### src/rtl/dec_scan.sv
// rtl/dec_scan.sv - registered N-to-one-hot select with direct-load and auto-scan modes
module dec_scan #(
  parameter int SEL_W      = 4,
  parameter int NUM_OUT    = 16,
  parameter int PRESCALE   = 4,
  parameter bit ACTIVE_LOW = 1'b0
) (
  input  logic               clk,
  input  logic               reset,
  input  logic               en,
  input  logic               mode,
  input  logic               load,
  input  logic [SEL_W-1:0]   s,
  output logic [NUM_OUT-1:0] out,
  output logic [SEL_W-1:0]   idx,
  output logic               wrap,
  output logic               oor
);

  localparam int                 CNT_W     = (PRESCALE > 1) ? $clog2(PRESCALE) : 1;
  localparam logic [CNT_W-1:0]   CNT_LAST  = CNT_W'(PRESCALE - 1);
  localparam logic [SEL_W-1:0]   IDX_LAST  = SEL_W'(NUM_OUT - 1);
  localparam logic [SEL_W:0]     NUM_OUT_X = (SEL_W + 1)'(NUM_OUT);
  localparam logic [NUM_OUT-1:0] OUT_OFF   = {NUM_OUT{ACTIVE_LOW}};

  typedef enum logic [1:0] {IDLE, DIRECT, SCAN} state_t;

  state_t               state_q, state_d;
  logic [SEL_W-1:0]     idx_q, idx_d;
  logic [CNT_W-1:0]     cnt_q, cnt_d;
  logic                 wrap_q, wrap_d;
  logic                 oor_q, oor_d;
  logic [NUM_OUT-1:0]   out_q, out_d;
  logic [NUM_OUT-1:0]   onehot;
  logic                 s_legal;

  assign s_legal = ({1'b0, s} < NUM_OUT_X);

  // Mode is taken from the inputs sampled at this edge, so outputs follow en/mode with one clock latency.
  always_comb begin
    state_d = !en ? IDLE : (mode ? SCAN : DIRECT);
    idx_d   = idx_q;
    cnt_d   = cnt_q;
    wrap_d  = 1'b0;
    oor_d   = 1'b0;
    case (state_d)
      DIRECT: begin
        cnt_d = '0;
        if (load) begin
          if (s_legal) idx_d = s;
          else         oor_d = 1'b1;
        end
      end
      SCAN: begin
        if (load && s_legal) begin
          idx_d = s;
          cnt_d = '0;
        end else begin
          oor_d = load;
          if (state_q != SCAN) begin
            cnt_d = '0;
          end else if (cnt_q == CNT_LAST) begin
            cnt_d = '0;
            if (idx_q == IDX_LAST) begin
              idx_d  = '0;
              wrap_d = 1'b1;
            end else begin
              idx_d = idx_q + SEL_W'(1);
            end
          end else begin
            cnt_d = cnt_q + CNT_W'(1);
          end
        end
      end
      default: cnt_d = '0;
    endcase

    onehot = '0;
    for (int i = 0; i < NUM_OUT; i++) onehot[i] = (idx_d == SEL_W'(i));
    if (state_d == IDLE) out_d = OUT_OFF;
    else                 out_d = ACTIVE_LOW ? ~onehot : onehot;
  end

  always_ff @(posedge clk or posedge reset) begin
    if (reset) begin
      state_q <= IDLE;
      idx_q   <= '0;
      cnt_q   <= '0;
      wrap_q  <= 1'b0;
      oor_q   <= 1'b0;
      out_q   <= OUT_OFF;
    end else begin
      state_q <= state_d;
      idx_q   <= idx_d;
      cnt_q   <= cnt_d;
      wrap_q  <= wrap_d;
      oor_q   <= oor_d;
      out_q   <= out_d;
    end
  end

  assign out  = out_q;
  assign idx  = idx_q;
  assign wrap = wrap_q;
  assign oor  = oor_q;

endmodule

### config.mk
export PLATFORM = sky130hd
export DESIGN_NAME = dec_scan
export DESIGN_NICKNAME = d
export VERILOG_FILES = /design/src/rtl/dec_scan.sv
export SDC_FILE = /design/constraint.sdc
export NUM_CORES = 1
export LEC_CHECK = 0
export ABC_AREA = 0
export CAP_MARGIN = 20
export CORE_MARGIN = 5
export CORE_UTILIZATION = 30
export DETAILED_ROUTE_END_ITERATION = 6
export GPL_ROUTABILITY_DRIVEN = 0
export PLACE_DENSITY = 0.67
export SLEW_MARGIN = 30
export SYNTH_ARGS = -nofsm -noshare
export SYNTH_HDL_FRONTEND = slang
export SYNTH_SLANG_ARGS = --single-unit
### constraint.sdc
create_clock -name clk -period 1.9 [get_ports clk]
set_input_delay 0.19 -clock clk [delete_from_list [all_inputs] [get_ports clk]]
set_output_delay 0.19 -clock clk [all_outputs]
set_load 0.05 [all_outputs]
== After elaboration in Yosys (flattened, before gate mapping) ==
Cells that the tools add are included.

* Register bits after elaboration: 25
* Latch bits: 0
* Bits in writable memories: 0
* Memory bits (read-only): 0
* Input bits: 9
* Output and inout port bits: 22
* Logic and storage cells: 47
* Memories: 0

* $add $sub $neg: 2
* $mul: 0
* Divide/modulo/power cells: 0
* Order comparisons: 0
* Eq/ne operators: 20
* Shift operators: 0
* Multiplexer cells: 18
* Bitwise logic cells: 0
* Reduce and logical (&&, ||, !) cells: 2

{| class="wikitable"
|+ Operators by type and width
! kind !! number
|-
| 4-bit equality test (second input constant) || 9
|-
| 4-bit two-way mux || 5
|-
| 4-bit by 3-bit equality test with 1-bit output (second input constant) || 4
|-
| 16-bit two-way mux || 1
|-
| 2-bit two-way mux || 6
|-
| 4-bit by 2-bit equality test with 1-bit output (second input constant) || 2
|-
| 4-bit one-hot mux with 2 select lines || 1
|-
| 1-bit two-way mux || 5
|-
| 4-bit by 1-bit adder with 4-bit output (second input constant) || 1
|-
| 2-bit equality test (second input constant) || 2
|-
| 4-bit by 1-bit equality test with 1-bit output (second input constant) || 1
|-
| 4-bit zero test || 1
|-
| 2-bit by 1-bit adder with 2-bit output (second input constant) || 1
|-
| 2-bit by 1-bit equality test with 1-bit output (second input constant) || 1
|-
| 2-bit zero test || 1
|-
| 2-bit != test (second input constant) || 1
|}

== Logic depth before layout (Yosys ltp) ==
* Word-level depth: 8
* Gate-level depth with buffers: 7
* Gate-level depth less buffers: 6

== Least setup slack after synthesis ==
OpenSTA, ideal clock, no wires.

* Kind: reg2reg
* Start: register idx_q[1], in the netlist idx[1]
* End: register out_q[14], in the netlist out[14]
* Setup time: 0.111 ns
* Arrival: 1.993 ns
* Required time: 1.789 ns
* Path slack: -0.205 ns
* Cell stages (with the launch flop): 7
* Buffers on the path: 1
* Period minus slack after synthesis: 2.105 ns
* Path through: dfrtp_1 -> ha_1 -> and3_1 -> nor4_1 -> or3b_1 -> buf_2 -> a2111oi_2

* Longest elaborated chain between the ends: 8
* Elaborated cells on any way between the ends: 10
* Classes of those cells: 1 x add/sub; 2 x eq/ne; 7 x mux

{| class="wikitable"
|+ Ends and longest elaborated chain
! element !! line !! text
|-
| start, declared || 29 || <nowiki>logic [SEL_W-1:0] idx_q, idx_d;</nowiki>
|-
| start signal, assigned || 94 || <nowiki>idx_q <= idx_d;</nowiki>
|-
| 4-bit by 1-bit adder with 4-bit output or 4-bit equality test (tied branches) || 68, 64 ||
|-
| 4-bit two-way mux || 64 || <nowiki>if (idx_q == IDX_LAST) begin</nowiki>
|-
| 4-bit two-way mux || 62 || <nowiki>end else if (cnt_q == CNT_LAST) begin</nowiki>
|-
| 4-bit two-way mux || 60 || <nowiki>if (state_q != SCAN) begin</nowiki>
|-
| 4-bit two-way mux || 55 || <nowiki>if (load && s_legal) begin</nowiki>
|-
| 4-bit one-hot mux with 2 select lines (*) || 46 || <nowiki>case (state_d)</nowiki>
|-
| 4-bit equality test (*) || 79 || <nowiki>for (int i = 0; i < NUM_OUT; i++) onehot[i] = (idx_d == SEL_W'(i));</nowiki>
|-
| 16-bit two-way mux (*) || 80 || <nowiki>if (state_d == IDLE) out_d = OUT_OFF;</nowiki>
|-
| named net out_d[14] || 33 || <nowiki>logic [NUM_OUT-1:0] out_q, out_d;</nowiki>
|-
| end signal, assigned || 98 || <nowiki>out_q <= out_d;</nowiki>
|-
| end, declared || 33 ||
|}

Mark *: on every way through the listed nets, which the timed path passes. The rest lies on a longest branch.

== Worst setup path in the final report ==
* Start: register cnt_q[0]
* End: register out_q[11], in the netlist out[11]

* Longest elaborated chain between the ends: 7

{| class="wikitable"
|+ Ends and longest elaborated chain
! element !! line !! text
|-
| start, declared || 30 || <nowiki>logic [CNT_W-1:0] cnt_q, cnt_d;</nowiki>
|-
| start signal, assigned || 95 || <nowiki>cnt_q <= cnt_d;</nowiki>
|-
| 2-bit equality test || 62 ||
|-
| 4-bit two-way mux || 62 ||
|-
| 4-bit two-way mux || 60 ||
|-
| 4-bit two-way mux || 55 ||
|-
| 4-bit one-hot mux with 2 select lines || 46 ||
|-
| named net idx_d[2] || 29 ||
|-
| 4-bit equality test || 79 ||
|-
| 16-bit two-way mux || 80 ||
|-
| named net out_d[11] || 33 ||
|}

The timed path passes the listed nets, and every way through them passes these cells.

==> results.toml <==
[logic_synthesis]
synth_edf_count = 0
synth_cells = 107
ys_warn_count = 0
ys_top_cells_by_area = "dfrtp_1 53%, nor4_1 7.9%, a2111oi_2 5.1%"
syn-num-nets = 118
ys_seq_area_share_pct = 52.7
synth_async_sr_flop_share_pct = 100
yosys.cell_count.top_type = "dfrtp_1"
synthDistinctLibCells = 35
syn_avg_cell_area_um2 = 11.1
ys_ff_latch = 25
syn_area_um2 = 1190
synth_flop_cell = "dfrtp_1"
synthTopCellsByCount = "25 x dfrtp_1, 15 x nor4_1, 6 x inv_1, 6 x nand2_1, 5 x o21ai_0"
yosys.area.top_type = "dfrtp_1"
netlist.area_leader.share_pct = 52.7

[timing]
setup_violations = 7
skew_ns = 0.00301
rsz0062_at_grt = "yes"
report.final.slew_viol_count = 0
hold_slack_ns = 0.267
fmax_mhz = 509
slew_headroom_pct = 59.4
finalHoldViolCount = 0
fin_ws_ns = -0.0653
finalCritPeriodShare_pct = 103
finalSetupTns_ns = -0.162
tightestPinTransition_ns = 0.608
period_needed_ns = 1.97

[die]
dieArea_um2 = 5310
die-height_um = 72.9
core_um2 = 3740
die_w_um = 72.9
initial_utilization_pct = 31.7
io_pins = 31
core.rowCount = 22

[clock_tree]
cts_tree = "built"
cts-root-buf = "clkbuf_8"
ctsLongestPathBuffers = 2
cts.sinks = 25
cts_htree_levels = 1
cts_buffers = 3
cts.clk_slew.worst_paths_ns = 0.09
clk-insertion-delay-late_ns = 0.27

[grt]
grt_start_max_net_pins = 26
track_usage_pct = 13.6
grt_pass1_vias = 1175
antenna_found_initial = 0
grt-ovfl-total = 0
grt_pass1_wl_um = 5600

[pwr]
max-vdd-ir-drop_v = 0.000234
power_density_nw_per_um2 = 681
p_leak_nw = 0.839
p_total_mw = 1.39

[place]
io_buffers = 29
hpwl_um = 2430
dpl_cell_area_um2 = 1710

[finish]
fillers = 317
insertedDiodeCount = 0
drive_gt1_share_pct = 41.8
utilization_pct = 54.7
regArea_um2 = 629
multi_input_area_um2 = 747
fin_nets = 177
syn_to_final_growth_pct = 72.6
final_area_um2 = 2050

[critical_path]
worstSetupEndpointType = "flip-flop"
startpoint_type = "flip-flop"
cp_max_fo = 5
worstPathRequired_ns = 2.05
worstSetupPathType = "flip-flop to flip-flop"
arrival_ns = 2.12

[hold_path]
hp-class = "input pin to async pin"

[routing]
drt-wirelength-per-cell_um = 16.8
vias = 1092
ant_nets = 0
drt-vias-per-instance = 5.13
drcViolationCount = 0
wl_um = 3570
first_pass_iters = 4
drtIter0Drc = 55

[status]
violations = "negative setup slack"
status = "finished with violations"

[job]
maxCapViolCount = 0
critical path, stage by stage (launching register included):
cell and delay, ns:
dfrtp_1 0.39, ha_4 0.17, nand3b_1 0.21, buf_6 0.21, o21a_4 0.22, o31ai_4 0.22, inv_2 0.11, nor4_1 0.31
registers in the layout, indices dropped and copies added (netlist names):
register  flops
cnt_q         2
idx           4
out          16
state_q       2
wrap          1
through the flow:
step / std cells / setup WS (ns)
finish: 213 / -0.0653
floorplan: 107 / 0.00863
CTS: 209 / -0.0181
detailed placement: 204 / -0.321
global placement: 204 / -0.245
global route: 213 / -0.202
cells by family (layout without fill, tap and decap cells):
logic type	Yosys count	in the layout	share of synthesized area, %
DFF	25	25	52.7
and+or+nand+nor	41	41	21.1
AOI/OAI and AO/OA	23	24	16.7
muxes	2	2	1.79
adders and majority gates	2	2	2.11
buffers and inverters	13	70	5.27
other	1	1	0.316
power by group:
| part | total, mW | internal, mW | switching [mW] |
|---|---|---|---|
| Combinational | 0.485 | 0.177 | 0.308 |
| Clock | 0.323 | 0.149 | 0.174 |
| Sequential | 0.586 | 0.559 | 0.0271 |
| Total | 1.39 | 0.885 | 0.509 |
final cells by class:
cell class,instances,area share [%]
Multi-Input combinational cell,70,36.5
Clock buffer,3,2.02
Timing Repair Buffer,58,25.6
Clock inverter,1,0.367
Tap cell,48,2.93
Sequential cell,25,30.7
Inverter,8,1.83
cell usage in the layout (no fill, tap or decap), types with 3 or more instances in the layout:
cell,count
and2_1,4
nor4_4,4
dfrtp_1,22
clkdlybuf4s50_1,27
inv_1,5
a2111oi_4,4
clkbuf_8,3
o21ai_0,5
nand2_1,6
buf_6,4
nand3b_1,3
nor4_2,9
buf_4,25
dfrtp_2,3
routing by layer:
layer	GRT usage [%]	part of all wire (%)
met3	1.79	4.9
met5	0	0
met1	16.3	41
met2	23.5	52
met4	7.58	1.9
timing repair:
item | CTS | global route
hold buffers | 0 | 0
setup buffers | 0 | 4
resized for setup | 15 | 29
setup endpoints to repair | 14 | 16
gates cloned | 1 | 0
pin swaps | 4 | 11
worst paths after layout:
kind	start	to	slack (ns)	cells past startpoint
max	cnt_q[0]	out[11]	-0.07	7
max in group asynchronous	reset	idx[2]	1.37	3
min reg2reg	cnt_q[0]	cnt_q[0]	0.49	1
min in group clk	en	state_q[0]	0.30	2
min	reset	wrap	0.27	3
max reg2reg	cnt_q[0]	out[11]	-0.07	7
(Power assumes the default switching activity.)
